<file path="config.mk">
export PLATFORM = sky130hd
export DESIGN_NAME = min_max_sequencer_flat
export DESIGN_NICKNAME = d
export VERILOG_FILES = /design/src/rtl/min_max_pkg.sv /design/src/rtl/min_max_sequencer_if.sv /design/src/rtl/min_max_blink_gen.sv /design/src/rtl/min_max_sequencer.sv /design/src/flat_wrapper.sv
export SDC_FILE = /design/constraint.sdc
export NUM_CORES = 1
export LEC_CHECK = 0
export ABC_AREA = 1
export CORE_MARGIN = 2
export CORE_UTILIZATION = 45
export CTS_BUF_LIST = sky130_fd_sc_hd__clkbuf_8
export CTS_CLUSTER_DIAMETER = 150
export DETAILED_ROUTE_END_ITERATION = 7
export PLACE_DENSITY = 0.86
export SLEW_MARGIN = 20
export SYNTH_ARGS = -nofsm -noshare
export SYNTH_HDL_FRONTEND = slang
export SYNTH_SLANG_ARGS = --single-unit
</file>
<file path="constraint.sdc">
create_clock -name clk_i -period 1.8 [get_ports clk_i]
set_clock_uncertainty 0.15 [all_clocks]
set_input_delay 0.45 -clock clk_i [delete_from_list [all_inputs] [get_ports clk_i]]
set_output_delay 0.45 -clock clk_i [all_outputs]
set_load 0.01 [all_outputs]
</file>
<file path="src/rtl/min_max_pkg.sv">
// Shared types for the min/max display controller: display mode codes and sequencer states.
package min_max_pkg;

  typedef enum logic [1:0] {
    COM_NORMAL  = 2'b00,
    COM_LINEAR  = 2'b01,
    COM_ALL_OFF = 2'b10,
    COM_ALL_ON  = 2'b11
  } com_t;

  typedef enum logic [1:0] {
    TEST_ON,
    TEST_OFF,
    RUN
  } seq_state_t;

  // Counter width for a modulo-n count; never narrower than one bit.
  function automatic int unsigned cnt_width(input int unsigned n);
    return (n > 1) ? $clog2(n) : 1;
  endfunction

endpackage

</file>
<file path="src/rtl/min_max_sequencer_if.sv">
// Request/status bundle between a host and min_max_sequencer, plus the drive towards min_max_top.
interface min_max_sequencer_if #(
  parameter int unsigned VALSIZE = 4
);
  import min_max_pkg::*;

  logic               cfg_valid_i;
  logic               cfg_ready_o;
  logic [VALSIZE-1:0] cfg_min_i;
  logic [VALSIZE-1:0] cfg_max_i;
  logic               cfg_err_o;
  logic               val_valid_i;
  logic [VALSIZE-1:0] val_i;
  logic               linear_i;
  logic               test_req_i;
  logic               busy_o;
  com_t               com_o;
  logic [VALSIZE-1:0] min_o;
  logic [VALSIZE-1:0] max_o;
  logic [VALSIZE-1:0] val_o;
  logic               osc_o;

  modport master (
    output cfg_valid_i, cfg_min_i, cfg_max_i, val_valid_i, val_i, linear_i, test_req_i,
    input  cfg_ready_o, cfg_err_o, busy_o, com_o, min_o, max_o, val_o, osc_o
  );

  modport slave (
    input  cfg_valid_i, cfg_min_i, cfg_max_i, val_valid_i, val_i, linear_i, test_req_i,
    output cfg_ready_o, cfg_err_o, busy_o, com_o, min_o, max_o, val_o, osc_o
  );

endinterface

</file>
<file path="src/rtl/min_max_blink_gen.sv">
// Blink generator: free-running prescaler that toggles osc_o on every wrap.
module min_max_blink_gen
  import min_max_pkg::*;
#(
  parameter int unsigned BLINK_DIV = 8
) (
  input  logic clk_i,
  input  logic rst_ni,
  input  logic clr_i,
  output logic osc_o
);

  localparam int unsigned PW = cnt_width(BLINK_DIV);
  localparam logic [PW-1:0] PRESC_LAST = PW'(BLINK_DIV - 1);

  logic [PW-1:0] presc_q;
  logic          osc_q;

  // Clear wins over a wrap in the same cycle so a new config always restarts the phase low.
  always_ff @(posedge clk_i or negedge rst_ni) begin
    if (!rst_ni) begin
      presc_q <= '0;
      osc_q   <= 1'b0;
    end else if (clr_i) begin
      presc_q <= '0;
      osc_q   <= 1'b0;
    end else if (presc_q == PRESC_LAST) begin
      presc_q <= '0;
      osc_q   <= ~osc_q;
    end else begin
      presc_q <= presc_q + PW'(1);
    end
  end

  assign osc_o = osc_q;

endmodule

</file>
<file path="src/rtl/min_max_sequencer.sv">
// Drives min_max_top: lamp test after reset or on request, then validated min/max config,
// value forwarding and the osc blink.
module min_max_sequencer
  import min_max_pkg::*;
#(
  parameter int unsigned VALSIZE     = 4,
  parameter int unsigned BLINK_DIV   = 8,
  parameter int unsigned TEST_CYCLES = 16
) (
  input  logic                clk_i,
  input  logic                rst_ni,
  min_max_sequencer_if.slave  bus
);

  localparam int unsigned CW = cnt_width(TEST_CYCLES);
  localparam logic [CW-1:0] CNT_LAST = CW'(TEST_CYCLES - 1);

  seq_state_t         state_q;
  logic [CW-1:0]      cnt_q;
  com_t               com_q;
  logic               busy_q;
  logic               ready_q;
  logic [VALSIZE-1:0] min_q;
  logic [VALSIZE-1:0] max_q;
  logic [VALSIZE-1:0] val_q;
  logic               err_q;
  logic               cfg_accept;
  logic               cfg_ok;

  // ready_q is high only in RUN, so this also gates requests made during the lamp test.
  assign cfg_accept = bus.cfg_valid_i & ready_q;
  assign cfg_ok     = bus.cfg_min_i < bus.cfg_max_i;

  always_ff @(posedge clk_i or negedge rst_ni) begin
    if (!rst_ni) begin
      state_q <= TEST_ON;
      cnt_q   <= '0;
      com_q   <= COM_ALL_ON;
      busy_q  <= 1'b1;
      ready_q <= 1'b0;
    end else begin
      unique case (state_q)
        TEST_ON: begin
          if (cnt_q == CNT_LAST) begin
            state_q <= TEST_OFF;
            cnt_q   <= '0;
            com_q   <= COM_ALL_OFF;
          end else begin
            cnt_q <= cnt_q + CW'(1);
          end
        end
        TEST_OFF: begin
          if (cnt_q == CNT_LAST) begin
            state_q <= RUN;
            cnt_q   <= '0;
            com_q   <= bus.linear_i ? COM_LINEAR : COM_NORMAL;
            busy_q  <= 1'b0;
            ready_q <= 1'b1;
          end else begin
            cnt_q <= cnt_q + CW'(1);
          end
        end
        RUN: begin
          if (bus.test_req_i) begin
            state_q <= TEST_ON;
            cnt_q   <= '0;
            com_q   <= COM_ALL_ON;
            busy_q  <= 1'b1;
            ready_q <= 1'b0;
          end else begin
            com_q <= bus.linear_i ? COM_LINEAR : COM_NORMAL;
          end
        end
        default: begin
          state_q <= TEST_ON;
          cnt_q   <= '0;
          com_q   <= COM_ALL_ON;
          busy_q  <= 1'b1;
          ready_q <= 1'b0;
        end
      endcase
    end
  end

  always_ff @(posedge clk_i or negedge rst_ni) begin
    if (!rst_ni) begin
      min_q <= '0;
      max_q <= '1;
      val_q <= '0;
      err_q <= 1'b0;
    end else begin
      err_q <= cfg_accept & ~cfg_ok;
      if (cfg_accept && cfg_ok) begin
        min_q <= bus.cfg_min_i;
        max_q <= bus.cfg_max_i;
      end
      if (bus.val_valid_i) begin
        val_q <= bus.val_i;
      end
    end
  end

  min_max_blink_gen #(
    .BLINK_DIV (BLINK_DIV)
  ) u_blink (
    .clk_i  (clk_i),
    .rst_ni (rst_ni),
    .clr_i  (cfg_accept & cfg_ok),
    .osc_o  (bus.osc_o)
  );

  assign bus.com_o       = com_q;
  assign bus.busy_o      = busy_q;
  assign bus.cfg_ready_o = ready_q;
  assign bus.cfg_err_o   = err_q;
  assign bus.min_o       = min_q;
  assign bus.max_o       = max_q;
  assign bus.val_o       = val_q;

endmodule

</file>
<file path="src/flat_wrapper.sv">
// flat-port wrapper written by rule: the top's interface ports become plain ports
module min_max_sequencer_flat import min_max_pkg::*;
#(
  parameter int unsigned VALSIZE     = 4,
  parameter int unsigned BLINK_DIV   = 8,
  parameter int unsigned TEST_CYCLES = 16
)
  (clk_i, rst_ni, bus_cfg_valid_i, bus_cfg_min_i, bus_cfg_max_i, bus_val_valid_i, bus_val_i, bus_linear_i, bus_test_req_i, bus_cfg_ready_o, bus_cfg_err_o, bus_busy_o, bus_com_o, bus_min_o, bus_max_o, bus_val_o, bus_osc_o);
  min_max_sequencer_if #(.VALSIZE(VALSIZE)) bus_i ();
  input  logic clk_i;
  input  logic rst_ni;
  input wire logic [$bits(bus_i.cfg_valid_i)-1:0] bus_cfg_valid_i;
  input wire logic [$bits(bus_i.cfg_min_i)-1:0] bus_cfg_min_i;
  input wire logic [$bits(bus_i.cfg_max_i)-1:0] bus_cfg_max_i;
  input wire logic [$bits(bus_i.val_valid_i)-1:0] bus_val_valid_i;
  input wire logic [$bits(bus_i.val_i)-1:0] bus_val_i;
  input wire logic [$bits(bus_i.linear_i)-1:0] bus_linear_i;
  input wire logic [$bits(bus_i.test_req_i)-1:0] bus_test_req_i;
  output wire logic [$bits(bus_i.cfg_ready_o)-1:0] bus_cfg_ready_o;
  output wire logic [$bits(bus_i.cfg_err_o)-1:0] bus_cfg_err_o;
  output wire logic [$bits(bus_i.busy_o)-1:0] bus_busy_o;
  output wire logic [$bits(bus_i.com_o)-1:0] bus_com_o;
  output wire logic [$bits(bus_i.min_o)-1:0] bus_min_o;
  output wire logic [$bits(bus_i.max_o)-1:0] bus_max_o;
  output wire logic [$bits(bus_i.val_o)-1:0] bus_val_o;
  output wire logic [$bits(bus_i.osc_o)-1:0] bus_osc_o;
  assign bus_i.cfg_valid_i = bus_cfg_valid_i;
  assign bus_i.cfg_min_i = bus_cfg_min_i;
  assign bus_i.cfg_max_i = bus_cfg_max_i;
  assign bus_i.val_valid_i = bus_val_valid_i;
  assign bus_i.val_i = bus_val_i;
  assign bus_i.linear_i = bus_linear_i;
  assign bus_i.test_req_i = bus_test_req_i;
  assign bus_cfg_ready_o = bus_i.cfg_ready_o;
  assign bus_cfg_err_o = bus_i.cfg_err_o;
  assign bus_busy_o = bus_i.busy_o;
  assign bus_com_o = bus_i.com_o;
  assign bus_min_o = bus_i.min_o;
  assign bus_max_o = bus_i.max_o;
  assign bus_val_o = bus_i.val_o;
  assign bus_osc_o = bus_i.osc_o;
  min_max_sequencer #(.VALSIZE(VALSIZE), .BLINK_DIV(BLINK_DIV), .TEST_CYCLES(TEST_CYCLES)) u_core (.clk_i(clk_i), .rst_ni(rst_ni), .bus(bus_i));
endmodule
</file>
# Word-level counts from Yosys, hierarchy flattened
# Index checks and enable logic that the tools add are counted.
totals:
  ff_bits: 27
  elab_cells: 55
  input_bits: 18
  out_inout_bits: 18
classes:
  reduce_logical: 7
  n_eq_ne: 7
  magnitude_cmp: 1
  add_sub_neg: 2
  bitwise: 6
  n_mux: 21
op_table:
  columns: ["operator", "count"]
  rows:
  - ["$pmux W2 S3", 2]
  - ["$mux W2", 5]
  - ["$mux W4", 2]
  - ["$pmux W4 S2", 1]
  - ["$mux W1", 7]
  - ["$mux W3", 2]
  - ["$pmux W1 S3", 2]
  - ["$reduce_and A3 Y1", 2]
  - ["$add A4 B1 Y4 const B", 1]
  - ["$eq A4 B4 Y1 const B", 1]
  - ["$lt A4 B4 Y1", 1]
  - ["$ne A2 B1 Y1 const B", 2]
  - ["$add A3 B1 Y3 const B", 1]
  - ["$and A1 B1 Y1", 3]
  - ["$eq A3 B3 Y1 const B", 1]
  - ["$not A1 Y1", 3]
  - ["$eq A2 B1 Y1 const B", 1]
  - ["$eq A2 B2 Y1 const B", 1]
  - ["$logic_not A2 Y1", 1]
  - ["$ne A2 B2 Y1 const B", 1]
  - ["$reduce_and A2 Y1", 1]
  - ["$reduce_bool A2 Y1", 1]
  - ["$reduce_or A2 Y1", 1]
  - ["$logic_and A1 B1 Y1", 1]

# Depth between registers and ports, before layout
logic_depth:
  ltp_word: 3
  depth_mapped: 9
  mapped_depth_nobuf: 8

# Modules after synthesis
# From an unflattened synthesis, not the netlist that was laid out.
hier_totals:
  cells_unflattened: 126
  area_unflattened_um2: 1243.7
modules_own_cells:
  columns: ["mod", "n_inst", "cells_each", "area_per_inst_um2", "seq_area_each_um2"]
  rows:
  - ["min_max_sequencer", 1, 110, 1079.8, 584.3]
  - ["min_max_blink_gen", 1, 16, 163.9, 100.1]

# Least setup slack after synthesis
# Ideal clock, no wire load.
synth_path:
  path_kind: "input-to-reg"
  start: "input port bus_cfg_max_i[3]"
  end: "register u_core.min_q[2] (netlist: u_core.bus.min_o[2])"
  setup_slack_ps: 136
  n_path_buf: 1
  setup_ps: 116
  arrival_time_ps: 1397
  stages: 7
  path_cell_list: "inv_1 ha_1 a21oi_4 nand3_4 buf_6 nand2_2 nand2_2"
synth_via:
  elab_chain_len: 2
synth_rtl:
  columns: ["item", "line", "rtl"]
  rows:
  - ["start: declaration", "flat_wrapper.sv:14", "input wire logic [$bits(bus_i.cfg_max_i)-1:0] bus_cfg_max_i;"]
  - ["$lt A4 B4 Y1", "min_max_sequencer.sv:32", "assign cfg_ok = bus.cfg_min_i < bus.cfg_max_i;"]
  - ["$logic_and A1 B1 Y1", "min_max_sequencer.sv:93", "if (cfg_accept && cfg_ok) begin"]
  - ["end signal: assignment", "min_max_sequencer.sv:94", "min_q <= bus.cfg_min_i;"]
  - ["end: declaration", "min_max_sequencer.sv:23", "logic [VALSIZE-1:0] min_q;"]
# No other way between the ends.
# A chain may end at the register's enable or synchronous reset.

# Worst setup path after layout
layout_path:
  start: "register u_core.val_q[0] (netlist: u_core.bus.val_o[0])"
  end: "output port bus_val_o[0]"
layout_lines:
  columns: ["item", "line", "rtl"]
  rows:
  - ["start: declaration", "min_max_sequencer.sv:25", "logic [VALSIZE-1:0] val_q;"]
  - ["start signal: assignment", "min_max_sequencer.sv:98", "val_q <= bus.val_i;"]
  - ["end: declaration", "flat_wrapper.sv:25", "output wire logic [$bits(bus_i.val_o)-1:0] bus_val_o;"]
# No word-level cell between the ends.

==> metrics.yaml <==
clock_network:
  cts-root-buf: "clkbuf_8"
  htree_levels: 1
  cts.clk_slew.worst_paths_ns: 0.09
  hold_buffers: 0
  cts_sinks: 27
  cts_tree: "done"
  clockBufferDepth: 2
  numCtsBuffers: 3
  clk_latency_ns: 0.26
floorplanning:
  io_pins: 36
  die-area_sq_um: 3260
  fp.dieW_um: 57.1
  fp-row-count: 19
  start_util_pct: 46.8
  coreArea_sq_um: 2710
  die_h_um: 57.1
timing:
  layout_min_cycle_time_ns: 1.74
  hold-worst-slack_ns: 0.315
  max_slew_margin_pct: 77.7
  final-setup-viol-count: 0
  period_share_pct: 96.7
  max_freq_ghz: 0.574
  setup_slack_ns: 0.0590
  report.final.slew_viol_count: 0
  worstMarginPinSlew_ns: 0.335
  rsz0062_at_grt: "no"
  hold_viol_final: 0
worst_setup_path:
  crit_type: "flop to output port"
  critPathTopFamily: "buffers and inverters"
  cp_max_fo: 2
  path_buf_inv: 1
  worstSetupEndpointType: "output port"
  cp.arrival_ns: 1.14
  cp.required_ns: 1.20
  crit_path_max_incr_delay_ns: 0.53
  worstPathCellList: "clkdlybuf4s50_1"
  worstSetupStartpointType: "flop"
  cpMaxStageDelayCell: "clkdlybuf4s50_1"
synth:
  ys_top_cells_by_area: "dfrtp_1 39%, dfstp_2 14%, nand2_1 7.4%, ha_1 5.9%, nand2_2 5.4%"
  seq_area_frac_synth_pct: 53.9
  synth_cell_types: 20
  synth_area_sq_um: 1270
  synth_top_flop_cell: "dfrtp_1"
  synth_fp_nets: 152
  yosysWarnings: 0
  synth_top_area_share_pct: 39.4
  synth_cells: 128
  synth_edf_count: 0
  async_reset_ff_share_pct: 100
  ys_ff_latch: 27
  avgSynthCellArea_sq_um: 9.91
  synth_top_area_cell: "dfrtp_1"
power:
  p_leak_uw: 0.000997
  ir_drop_v: 0.000817
  power.density_nw_per_um2: 1400
grt:
  antenna_found_initial: 0
  met1_usage_pct: 22.6
  grt_max_degree: 28
  use_met2_pct: 34.2
  grt_pass1_wl_mm: 4.77
  grt_use_met3_pct: 3.63
  grt_overflow: 0
  grt_pass1_vias: 1068
  globalRoute.busiestLayer: "met2"
  track_usage_pct: 18.6
place:
  gp_congestion: 0.783
  port_buffers: 35
  dp_hpwl_mm: 2.00
  pre_cts_ws_ns: -0.365
routing:
  vias_per_cell: 5.24
  totalWireLength_mm: 2.77
  ant_nets: 0
  drc: 0
  first_iter_violations: 37
  num_vias: 1069
  dr.pass1.iters: 4
  post_drt_wl_per_cell_um: 13.6
run:
  maxCapViolCount: 0
finish:
  drive_above_1_share_pct: 23.1
  syn_to_final_growth_pct: 41.7
  final_nets: 198
  diodes: 0
worst_hold_path:
  min_path_type: "input pin to flop"
outcome:
  status: "completed"
[worst paths after layout]
path	start	endpoint	slack, ns	cells after the start
max in group asynchronous	rst_ni	u_core.bus.max_o[1]	0.81	2
max	u_core.bus.val_o[0]	bus_val_o[0]	0.06	1
max reg2reg	u_core.cnt_q[0]	u_core.cnt_q[3]	0.45	6
min in group asynchronous	rst_ni	u_core.bus.min_o[2]	0.39	2
min	bus_cfg_max_i[1]	u_core.bus.max_o[1]	0.31	3
min reg2reg	u_core.bus.max_o[1]	u_core.bus.max_o[1]	0.33	2
[cells in the final DEF (no fill, tap or decap)]
cell type / synthesis / routed
a21oi_1: 3 / 2
a21oi_2: 0 / 1
a21oi_4: 1 / 1
buf_4: 0 / 3
buf_6: 1 / 3
clkbuf_8: 0 / 3
clkdlybuf4s50_1: 0 / 16
dfrtp_1: 20 / 20
dfstp_2: 7 / 7
dlygate4sd2_1: 0 / 9
dlymetal6s2s_1: 0 / 10
ha_1: 6 / 4
ha_2: 0 / 1
ha_4: 0 / 1
inv_1: 18 / 17
inv_2: 0 / 2
mux2_2: 4 / 4
nand2_1: 25 / 25
nand2_2: 11 / 11
nand2_4: 1 / 1
nand3_1: 7 / 7
nand3_4: 1 / 2
nand4_1: 9 / 9
nor2_1: 6 / 6
nor3_1: 1 / 1
o21ai_0: 4 / 4
o22ai_1: 1 / 1
xnor2_1: 1 / 1
xor2_1: 1 / 1
[synthesized netlist by cell type (all sizes together), types with 4 or more instances]
library cell and instances:
inv 18, nand3 8, dfstp 7, dfrtp 20
nor2 6, o21ai 4, a21oi 4, nand4 9
nand2 37, mux2 4, ha 6
[layout make-up]
class | count | area [sq um]
flip-flops and latches | 27 | 684
clock buffers | 3 | 41.3
well taps | 31 | 38.8
fillers | 220 | 912
repair buffers | 41 | 420
multi-input cells | 83 | 542
inverters | 18 | 67.6
clock inverters | 1 | 3.75
[cells by family (layout without fill, tap and decap cells)]
group,count (synthesis),count (layout),synth area share (%)
compound gates,9,9,4.54
fa+ha+maj,6,6,5.92
buf+inv,19,63,6.21
simple gates,61,62,24.5
xor+xnor,2,2,1.38
flops,27,27,53.9
mux,4,4,3.55
[routing by layer]
layer,vias to the layer above,routed length [um],share of wire (%)
met5,-,0,0
met4,0,16,0.58
met3,4,172,6.2
met2,42,1510,54
met1,514,1080,39
li1,509,-,-
[power breakdown]
group | leakage (uW) | switching, uW | internal (uW) | total (uW)
logic | 0.000652 | 579 | 517 | 1100
registers | 0.000318 | 171 | 932 | 1100
clock network | 0.0000269 | 172 | 152 | 325
[registers in the layout, summed over array words and instances (netlist names), 2 cells and up]
signal	count
u_core.bus.com_o	2
u_core.bus.max_o	4
u_core.bus.min_o	4
u_core.bus.val_o	4
u_core.cnt_q	4
u_core.state_q	2
u_core.u_blink.presc_q	3
[metrics by stage]
step	area [sq um]	utilization, %	cells	power [uW]	setup TNS [ns]
2_1_floorplan	1270	-	128	1750	0
3_3_place_gp	1680	62.1	198	2210	-3.22
3_5_place_dp	1680	62.1	198	2280	-4.49
4_1_cts	1770	65.2	204	2570	-0.00263
5_1_grt	1800	66.3	204	2750	0
6_report	1800	66.3	204	2520	0
[what timing repair did]
| item | in CTS | in global routing |
|---|---|---|
| buffers inserted | 0 | 0 |
| pin swaps | 2 | 5 |
| setup endpoints to repair | 22 | 18 |
| resized for setup | 15 | 13 |
| gates cloned | 2 | 0 |
(Power assumes the default switching activity.)
